--- src/rtl/echo_pkg.sv ---
// Shared types and constants for the echo initiator: FSM encoding and UART framing.
package echo_pkg;

  localparam int FRAME_BITS = 10;
  localparam int BYTE_W     = 8;

  typedef enum logic [1:0] {
    S_IDLE      = 2'd0,
    S_LAUNCH    = 2'd1,
    S_WAIT_ECHO = 2'd2
  } state_t;

  // Echo deadline in clock cycles: whole UART frames at the integer bit period.
  function automatic int tmo_cycles(input int clk_hz, input int baud, input int frames);
    return (clk_hz / baud) * FRAME_BITS * frames;
  endfunction

endpackage

--- src/rtl/sync_fifo.sv ---
// Single-clock FIFO with wrap-bit pointers; read data is the combinational head entry.
module sync_fifo #(
  parameter int WIDTH = 8,
  parameter int DEPTH = 8
) (
  input  logic             i_clk,
  input  logic             i_rst_n,
  input  logic             i_wr_en,
  input  logic [WIDTH-1:0] i_wr_data,
  input  logic             i_rd_en,
  output logic [WIDTH-1:0] o_rd_data,
  output logic             o_full,
  output logic             o_empty
);

  localparam int            AW      = $clog2(DEPTH);
  localparam logic [AW:0]   PTR_ONE = (AW+1)'(1);

  logic [AW:0]      wr_ptr_q, wr_ptr_d;
  logic [AW:0]      rd_ptr_q, rd_ptr_d;
  logic [WIDTH-1:0] mem_q [DEPTH];

  always_comb begin
    wr_ptr_d = wr_ptr_q;
    rd_ptr_d = rd_ptr_q;
    if (i_wr_en && !o_full)  wr_ptr_d = wr_ptr_q + PTR_ONE;
    if (i_rd_en && !o_empty) rd_ptr_d = rd_ptr_q + PTR_ONE;
  end

  always_ff @(posedge i_clk or negedge i_rst_n) begin
    if (!i_rst_n) begin
      wr_ptr_q <= '0;
      rd_ptr_q <= '0;
    end else begin
      wr_ptr_q <= wr_ptr_d;
      rd_ptr_q <= rd_ptr_d;
    end
  end

  always_ff @(posedge i_clk) begin
    if (i_wr_en && !o_full) mem_q[wr_ptr_q[AW-1:0]] <= i_wr_data;
  end

  // Same index with differing wrap bits means the writer has lapped the reader.
  assign o_empty   = (wr_ptr_q == rd_ptr_q);
  assign o_full    = (wr_ptr_q[AW] != rd_ptr_q[AW]) && (wr_ptr_q[AW-1:0] == rd_ptr_q[AW-1:0]);
  assign o_rd_data = mem_q[rd_ptr_q[AW-1:0]];

endmodule

--- src/rtl/echo_initiator.sv ---
// Buffers sample bytes, launches one at a time to a UART TX and waits for the processed echo.
// state       | meaning
// S_IDLE      | nothing outstanding; pop head when buffer non-empty and TX free
// S_LAUNCH    | one-cycle launch strobe; timeout counter cleared
// S_WAIT_ECHO | waiting for the echo byte or the frame-time deadline
module echo_initiator
  import echo_pkg::*;
#(
  parameter int CLK_FREQ_HZ    = 50_000_000,
  parameter int BAUD_RATE      = 115200,
  parameter int FIFO_DEPTH     = 8,
  parameter int TIMEOUT_FRAMES = 4
) (
  input  logic              i_clk,
  input  logic              i_rst_n,
  input  logic              i_smp_valid,
  input  logic [BYTE_W-1:0] i_smp_data,
  output logic              o_smp_ready,
  output logic              o_tx_dv,
  output logic [BYTE_W-1:0] o_tx_byte,
  input  logic              i_tx_active,
  input  logic              i_rx_dv,
  input  logic [BYTE_W-1:0] i_rx_byte,
  output logic              o_res_valid,
  output logic [BYTE_W-1:0] o_res_data,
  output logic              o_timeout,
  output logic              o_busy,
  output logic [15:0]       o_err_count
);

  localparam int               TMO_LIMIT = tmo_cycles(CLK_FREQ_HZ, BAUD_RATE, TIMEOUT_FRAMES);
  localparam int               TMO_W     = $clog2(TMO_LIMIT + 1);
  localparam logic [TMO_W-1:0] TMO_LAST  = TMO_W'(TMO_LIMIT - 1);
  localparam logic [TMO_W-1:0] TMO_ONE   = TMO_W'(1);
  localparam logic [15:0]      ERR_MAX   = 16'hFFFF;

  state_t            state_q, state_d;
  logic [BYTE_W-1:0] tx_byte_q, tx_byte_d;
  logic [BYTE_W-1:0] res_data_q, res_data_d;
  logic              res_valid_q, res_valid_d;
  logic [TMO_W-1:0]  tmo_cnt_q, tmo_cnt_d;
  logic [15:0]       err_q, err_d;
  logic              rdy_en_q, rdy_en_d;

  logic              fifo_wr, fifo_rd, fifo_full, fifo_empty;
  logic [BYTE_W-1:0] fifo_rd_data;
  logic              tmo_fire, err_inc;

  assign fifo_wr = i_smp_valid && o_smp_ready;

  sync_fifo #(
    .WIDTH (BYTE_W),
    .DEPTH (FIFO_DEPTH)
  ) u_fifo (
    .i_clk     (i_clk),
    .i_rst_n   (i_rst_n),
    .i_wr_en   (fifo_wr),
    .i_wr_data (i_smp_data),
    .i_rd_en   (fifo_rd),
    .o_rd_data (fifo_rd_data),
    .o_full    (fifo_full),
    .o_empty   (fifo_empty)
  );

  always_ff @(posedge i_clk or negedge i_rst_n) begin
    if (!i_rst_n) begin
      state_q     <= S_IDLE;
      tx_byte_q   <= '0;
      res_data_q  <= '0;
      res_valid_q <= 1'b0;
      tmo_cnt_q   <= '0;
      err_q       <= '0;
      rdy_en_q    <= 1'b0;
    end else begin
      state_q     <= state_d;
      tx_byte_q   <= tx_byte_d;
      res_data_q  <= res_data_d;
      res_valid_q <= res_valid_d;
      tmo_cnt_q   <= tmo_cnt_d;
      err_q       <= err_d;
      rdy_en_q    <= rdy_en_d;
    end
  end

  always_comb begin
    state_d     = state_q;
    tx_byte_d   = tx_byte_q;
    res_data_d  = res_data_q;
    res_valid_d = 1'b0;
    tmo_cnt_d   = tmo_cnt_q;
    fifo_rd     = 1'b0;
    tmo_fire    = 1'b0;
    rdy_en_d    = 1'b1;
    case (state_q)
      S_IDLE: begin
        if (!fifo_empty && !i_tx_active) begin
          fifo_rd   = 1'b1;
          tx_byte_d = fifo_rd_data;
          state_d   = S_LAUNCH;
        end
      end
      S_LAUNCH: begin
        tmo_cnt_d = '0;
        state_d   = S_WAIT_ECHO;
      end
      S_WAIT_ECHO: begin
        // An echo landing on the deadline cycle takes priority over the timeout.
        if (i_rx_dv) begin
          res_data_d  = i_rx_byte;
          res_valid_d = 1'b1;
          state_d     = S_IDLE;
        end else if (tmo_cnt_q == TMO_LAST) begin
          tmo_fire = 1'b1;
          state_d  = S_IDLE;
        end else begin
          tmo_cnt_d = tmo_cnt_q + TMO_ONE;
        end
      end
      default: state_d = S_IDLE;
    endcase

    err_inc = tmo_fire || (i_rx_dv && (state_q != S_WAIT_ECHO));
    err_d   = err_q;
    if (err_inc && (err_q != ERR_MAX)) err_d = err_q + 16'd1;
  end

  always_comb begin
    o_tx_dv     = (state_q == S_LAUNCH);
    o_busy      = (state_q != S_IDLE);
    o_timeout   = tmo_fire;
    o_smp_ready = rdy_en_q && !fifo_full;
    o_tx_byte   = tx_byte_q;
    o_res_valid = res_valid_q;
    o_res_data  = res_data_q;
    o_err_count = err_q;
  end

endmodule

--- config.mk ---
export PLATFORM = sky130hd
export DESIGN_NAME = echo_initiator
export DESIGN_NICKNAME = d
export VERILOG_FILES = /design/src/rtl/echo_pkg.sv /design/src/rtl/sync_fifo.sv /design/src/rtl/echo_initiator.sv
export SDC_FILE = /design/constraint.sdc
export NUM_CORES = 1
export LEC_CHECK = 0
export ABC_CLOCK_PERIOD_IN_PS = 4000
export BUFFER_PORTS_ARGS = -buffer_cell sky130_fd_sc_hd__buf_4
export CORE_MARGIN = 3
export CORE_UTILIZATION = 45
export CTS_CLUSTER_DIAMETER = 30
export DETAILED_ROUTE_END_ITERATION = 12
export GPL_TIMING_DRIVEN = 0
export PLACE_DENSITY_LB_ADDON = 0.3
export SYNTH_ARGS = -nofsm -noshare
export SYNTH_HDL_FRONTEND = slang
export SYNTH_SLANG_ARGS = --single-unit
--- constraint.sdc ---
create_clock -name i_clk -period 4 [get_ports i_clk]
set_clock_uncertainty 0.1 [all_clocks]
set_input_delay 0.8 -clock i_clk [delete_from_list [all_inputs] [get_ports i_clk]]
set_output_delay 0.8 -clock i_clk [all_outputs]
set_load 0.02 [all_outputs]
==> results of run 1 <==
==> state kept, by name, summed over array words and instances, names as in the netlist <==
register and cells:
u_fifo.mem_q 64, o_err_count 16, tmo_cnt_q 15, o_res_data 8
o_tx_byte 8, u_fifo.rd_ptr_q 4, u_fifo.wr_ptr_q 4, state_q 2
o_res_valid 1, rdy_en_q 1
==> through the flow <==
stage	utilization (%)	power, mW	hold slack, ns	setup slack, ns
2_1_floorplan	-	2.73	0.362	1.60
3_3_place_gp	51.8	3.20	0.375	0.782
3_5_place_dp	52.1	3.26	0.383	1.31
4_1_cts	57.0	4.75	0.392	1.11
5_1_grt	57.0	4.97	0.407	0.952
6_report	57.0	4.71	0.358	1.12
==> layout make-up <==
type | instances | area [µm²]
fillers | 930 | 4970
flip-flops and latches | 123 | 3400
multi-input cells | 233 | 1900
clock buffers | 18 | 429
repair buffers | 56 | 420
well taps | 143 | 179
clock inverters | 14 | 148
plain buffers | 17 | 101
inverters | 6 | 22.5
==> kinds of logic (layout without fill, tap and decap cells) <==
| family | after synthesis | after routing | share of synthesized area, % |
|---|---|---|---|
| xor+xnor | 24 | 24 | 3.90 |
| other cells | 1 | 1 | 0.0696 |
| fa+ha+maj | 8 | 8 | 1.86 |
| buf+inv | 23 | 111 | 2.30 |
| flops | 123 | 123 | 63.0 |
| simple gates | 116 | 116 | 12.5 |
| mux | 35 | 35 | 10.5 |
| compound gates | 49 | 49 | 5.83 |
==> worst max-delay path by stage <==
stage                       start                  to  cells past startpoint
2_1_floorplan  u_fifo.rd_ptr_q[0]  u_fifo.mem_q[2][0]                      6
3_3_place_gp   u_fifo.rd_ptr_q[1]  u_fifo.mem_q[2][1]                      6
3_5_place_dp   u_fifo.rd_ptr_q[1]  u_fifo.mem_q[2][1]                      6
4_1_cts                state_q[0]           o_timeout                      6
5_1_grt                state_q[0]           o_timeout                      6
6_report               state_q[0]           o_timeout                      6
==> power by group through the flow <==
stage / registers (mW) / clock network (mW) / logic [mW]
after floorplan: 1.85 / 0 / 0.887
after global placement: 1.72 / 0 / 1.48
after detailed placement: 1.74 / 0 / 1.52
after CTS: 1.71 / 1.50 / 1.54
after global routing: 1.74 / 1.56 / 1.66
final: 1.71 / 1.48 / 1.52
==> critical path, stage by stage, from the launching register on <==
cell and delay, ns:
dfrtp_1 0.38, inv_1 0.12, ha_1 0.29, inv_1 0.10, clkbuf_1 0.25, nor3_1 0.24, buf_4 0.17
==> cell usage in the layout, fill, tap and decap left out, types with 3 or more instances in the layout <==
cell type	netlist	routed
xor2_1	4	4
clkinvlp_4	0	4
clkbuf_2	3	3
nor3b_2	0	4
dfrtp_1	59	59
nand2_1	31	31
mux4_2	16	16
ha_1	8	8
and3_1	6	6
o21ai_1	16	16
buf_4	2	58
a21oi_1	4	4
nor2_1	10	10
a21o_1	3	3
clkbuf_16	0	17
clkinv_4	0	4
clkbuf_1	5	6
edfxtp_1	64	64
o31ai_1	4	4
buf_6	3	3
mux2i_1	8	8
o21ai_0	12	12
mux2_2	10	10
buf_2	3	3
nor3_1	10	8
nand4_1	17	17
inv_1	6	6
nand3_1	16	16
xnor2_1	20	20
==> per-layer routing <==
| metal | vias up | global-route usage [%] | wire (µm) |
|---|---|---|---|
| li1 | 1600 | - | - |
| met1 | 1713 | 23.3 | 4970 |
| met2 | 77 | 29.2 | 5550 |
| met3 | 18 | 4.02 | 406 |
| met4 | 0 | 6.73 | 168 |
| met5 | - | 0 | 0 |
==> flow_metrics.py, run 1 <==
metrics = {
    "cts": {
        "cts_tree": "yes",
        "cts-root-buf": "clkbuf_16",
        "cts_buffers": 17,
        "post_cts_buffers": 0,
        "clkLatencyLatePin_ns": 0.41,
        "cts-resized-gates": 0,
        "cts_max_level": 4,
        "cts.clk_slew.worst_paths_ns": 0.06,
        "clkSinkCount": 123,
        "clk_path_buf_depth": 2,
        "hold_buffers": 0,
    },
    "place": {
        "place_area_um2": 6020,
        "gp_congestion": 0.776,
        "dp_cells": 578,
        "dp_hpwl_mm": 7.12,
        "io_buffers": 56,
    },
    "power_and_ir_drop": {
        "p_int_mw": 3.14,
        "seqPwrFrac_pct": 36.4,
        "power_frac_comb_pct": 32.2,
        "ir_drop_v": 0.000446,
        "p_sw_share_pct": 33.4,
        "cellPowerDensity_nw_per_um2": 714,
        "clkPwrFrac_pct": 31.3,
        "switching_power_mw": 1.57,
        "leakagePower_nw": 2.59,
    },
    "route": {
        "drt-total-wl_mm": 11.1,
        "final_antenna_net_count": 0,
        "wire_per_inst_um": 18.2,
        "firstDrtPassIters": 4,
        "viasPerCell": 5.59,
        "num_vias": 3408,
        "first_iter_violations": 322,
        "drc_errors": 0,
    },
    "worst_setup_path": {
        "worstSetupStartpointType": "register",
        "r2r_setup_slack_ns": 1.33,
        "worstSetupPathType": "register to output port",
        "cp_max_fo": 10,
        "setup.worst_path.end_class": "output port",
        "arrival_ns": 1.98,
        "cp.required_ns": 3.10,
        "rr_startpoint": "u_fifo.rd_ptr_q[1]",
        "reg2reg_depth": 6,
        "r2r-end": "u_fifo.mem_q[2][5]",
    },
    "layout": {
        "final_cells": 610,
        "area_growth_syn_to_layout_pct": 22.4,
        "nNetsFinal": 483,
        "n_antenna_cell": 0,
        "layout-drive-gt1-share_pct": 30.2,
        "final_area_um2": 6600,
    },
    "global_route": {
        "antenna_found_initial": 0,
        "grt_max_degree": 60,
        "grt_pass1_vias": 3419,
        "track_usage_pct": 17.8,
        "grt_pass1_wl_mm": 17.9,
        "grt_overflow_total": 0,
    },
    "min_path": {
        "hold_class": "input port to asynchronous set/reset pin",
    },
    "synthesis": {
        "synth_largest_area_cell": "edfxtp_1",
        "synth.avg_cell_area_um2": 14.2,
        "synth_seq_area_share_pct": 63.0,
        "synth_most_common_cell": "edfxtp_1",
        "yosys-top-cells-count": "edfxtp_1 (64), dfrtp_1 (59), nand2_1 (31), xnor2_1 (20), nand4_1 (17)",
        "synth_area_um2": 5390,
        "synthesis.nets": 408,
        "synth-seq-cells": 123,
        "yosysWarnings": 0,
        "synth.area.top_cells": "edfxtp_1 (36%), dfrtp_1 (27%), mux4_2 (6.7%), xnor2_1 (3.2%), nand2_1 (2.2%)",
        "synth_edf_count": 64,
        "synthArstFlopShare_pct": 48.0,
        "synth_cell_types": 52,
        "yosysTopAreaCellShare_pct": 35.7,
        "synth_flop_cell": "edfxtp_1",
        "syn_inst": 379,
    },
    "timing": {
        "period_minus_slack_ns": 2.88,
        "fin_crit_sh_pct": 72.0,
        "maxSlewHeadroom_pct": 40.0,
        "setup_tns_ns": 0,
        "fmax_mhz": 347,
        "rsz0062_at_grt": "no",
        "slew_violations": 0,
        "setup_viol": 0,
        "hold_viol": 0,
        "worstMarginPinSlew_ns": 0.896,
    },
    "outcome": {
        "status": "finished, final reports clean",
    },
    "floorplan": {
        "dieArea_um2": 13300,
        "core_area_um2": 11600,
        "boundaryPins": 58,
        "rows": 39,
        "die_h_um": 115,
        "die-width_um": 115,
        "initial_utilization_pct": 46.6,
    },
    "flow_run": {
        "maxCapViolations": 0,
    },
}
No activity file was read; power rests on OpenSTA's default activity.
==> run 2: changes to the inputs <==
--- a/config.mk
+++ b/config.mk
@@ -5,7 +5,7 @@
 export SDC_FILE = /design/constraint.sdc
 export NUM_CORES = 1
 export LEC_CHECK = 0
-export ABC_CLOCK_PERIOD_IN_PS = 4000
+export ABC_CLOCK_PERIOD_IN_PS = 2800
 export BUFFER_PORTS_ARGS = -buffer_cell sky130_fd_sc_hd__buf_4
 export CORE_MARGIN = 3
 export CORE_UTILIZATION = 45
==> constraint.sdc (replaced) <==
create_clock -name i_clk -period 2.8 [get_ports i_clk]
set_clock_uncertainty 0.1 [all_clocks]
set_input_delay 0.56 -clock i_clk [delete_from_list [all_inputs] [get_ports i_clk]]
set_output_delay 0.56 -clock i_clk [all_outputs]
set_load 0.02 [all_outputs]
==> flow_metrics.py, run 2 (same netlist as run 1, synthesis figures left out) <==
metrics = {
    "layout": {
        "layout_common_cells": "edfxtp_1 (64), dfrtp_1 (59), buf_4 (58), nand2_1 (31), xnor2_1 (20)",
        "n_antenna_cell": 0,
        "layout-drive-gt1-share_pct": 30.6,
        "regArea_um2": 3400,
        "utilization_pct": 57.1,
        "nNetsFinal": 483,
        "largest_reg_flops": 64,
        "fillers": 928,
        "layout_commonest_cell": "edfxtp_1",
        "multiInputGateArea_um2": 1910,
        "area_growth_syn_to_layout_pct": 22.6,
    },
    "cts": {
        "cts-root-buf": "clkbuf_16",
        "cts_tree": "yes",
        "cts_buffers": 17,
        "cts.clk_slew.worst_paths_ns": 0.06,
        "cts_max_level": 4,
        "hold_buffers": 0,
        "clkLatencyLatePin_ns": 0.41,
        "clk_path_buf_depth": 2,
        "clkSinkCount": 123,
        "post_cts_buffers": 0,
        "cts-resized-gates": 0,
    },
    "flow_run": {
        "maxCapViolations": 0,
    },
    "floorplan": {
        "die_h_um": 115,
        "rows": 39,
        "initial_utilization_pct": 46.6,
        "dieArea_um2": 13300,
        "core_area_um2": 11600,
        "boundaryPins": 58,
        "die-width_um": 115,
    },
    "timing": {
        "maxSlewHeadroom_pct": 39.3,
        "slew_violations": 0,
        "period_minus_slack_ns": 2.58,
        "worstMarginPinSlew_ns": 0.906,
        "fin_crit_sh_pct": 92.3,
        "hold_viol": 0,
        "setup_viol": 0,
        "rsz0062_at_grt": "no",
        "fmax_mhz": 387,
    },
    "route": {
        "drc_errors": 0,
        "drt-total-wl_mm": 11.1,
        "wire_per_inst_um": 18.2,
        "viasPerCell": 5.60,
        "firstDrtPassIters": 4,
        "final_antenna_net_count": 0,
        "num_vias": 3419,
        "first_iter_violations": 349,
    },
    "worst_setup_path": {
        "r2r_setup_slack_ns": 0.22,
        "reg2reg_depth": 6,
        "rr_startpoint": "u_fifo.rd_ptr_q[1]",
        "arrival_ns": 2.52,
        "worstSetupStartpointType": "register",
        "setup.worst_path.end_class": "register",
        "worstSetupPathType": "register to register",
        "cp.required_ns": 2.73,
        "r2r-end": "u_fifo.mem_q[0][5]",
        "cp_max_fo": 10,
    },
    "power_and_ir_drop": {
        "cellPowerDensity_nw_per_um2": 1020,
        "power_mw": 6.73,
        "leakagePower_nw": 2.60,
        "ir_drop_v": 0.000638,
    },
    "global_route": {
        "met1_usage_pct": 23.3,
        "grt_pass1_wl_mm": 17.9,
        "grt_max_degree": 60,
        "busiest_layer": "met2",
        "use_met2_pct": 29.2,
        "track_usage_pct": 17.8,
        "antenna_found_initial": 0,
        "grt_pass1_vias": 3419,
        "grtUsageMet3_pct": 4.02,
        "grt_overflow_total": 0,
    },
    "outcome": {
        "status": "finished, final reports clean",
    },
    "place": {
        "gp_congestion": 0.776,
        "io_buffers": 56,
        "dp_hpwl_mm": 7.12,
    },
    "min_path": {
        "hold_class": "input port to asynchronous set/reset pin",
    },
}
==> run 2: changes by cell type in the layout (fill, tap and decap cells not counted) <==
cell,change
ha_2,+1
nor2_2,+1
nor3b_2,-1
ha_1,-1
nor2_1,-1
nor3b_4,+1
==> run 2: layer usage <==
metal	vias to the layer above	wire length, µm
met2	83	5600
met5	-	0
li1	1597	-
met3	16	419
met1	1723	4890
met4	0	164
==> run 2: power by group <==
part | internal [mW] | switching, mW
logic | 0.936 | 1.24
registers | 2.24 | 0.209
clock network | 1.31 | 0.797
total | 4.48 | 2.25
==> run 2: area by class of cell <==
cell class                 instances  area share, %
buffer                            17           1.53
clock buffer                      18           6.49
clock inverter                    14           2.23
inverter                           6          0.341
multi-input combinational        233           28.9
sequential                       123           51.4
tap                              143           2.71
timing repair buffer              56           6.36
==> run 2: metrics by stage <==
stage	worst slack, ns	TNS, ns	cells	cell area, µm²	hold WS [ns]
2_1_floorplan	0.400	0	379	5390	0.164
5_1_grt	0.0191	0	610	6610	0.190
6_report	0.215	0	610	6610	0.125
3_5_place_dp	0.109	0	578	6020	0.383
4_1_cts	0.0824	0	610	6600	0.152
3_3_place_gp	-0.418	-9.26	578	5990	0.375
==> run 2: worst max path at each step <==
stage / end / from / slack (ns)
2_1_floorplan: u_fifo.mem_q[2][0] / u_fifo.rd_ptr_q[0] / 0.40
3_3_place_gp: u_fifo.mem_q[2][1] / u_fifo.rd_ptr_q[1] / -0.42
3_5_place_dp: u_fifo.mem_q[2][1] / u_fifo.rd_ptr_q[1] / 0.11
4_1_cts: u_fifo.mem_q[2][7] / u_fifo.rd_ptr_q[1] / 0.08
5_1_grt: u_fifo.mem_q[0][6] / u_fifo.rd_ptr_q[1] / 0.02
6_report: u_fifo.mem_q[0][5] / u_fifo.rd_ptr_q[1] / 0.22
==> run 2: worst max-delay path, stage by stage, from the launching register on <==
cell,delay (ns)
dfrtp_1,0.35
buf_2,0.30
xnor2_1,0.16
nand4b_1,0.17
nand3_1,0.14
or2_1,0.33
nor3_2,0.66
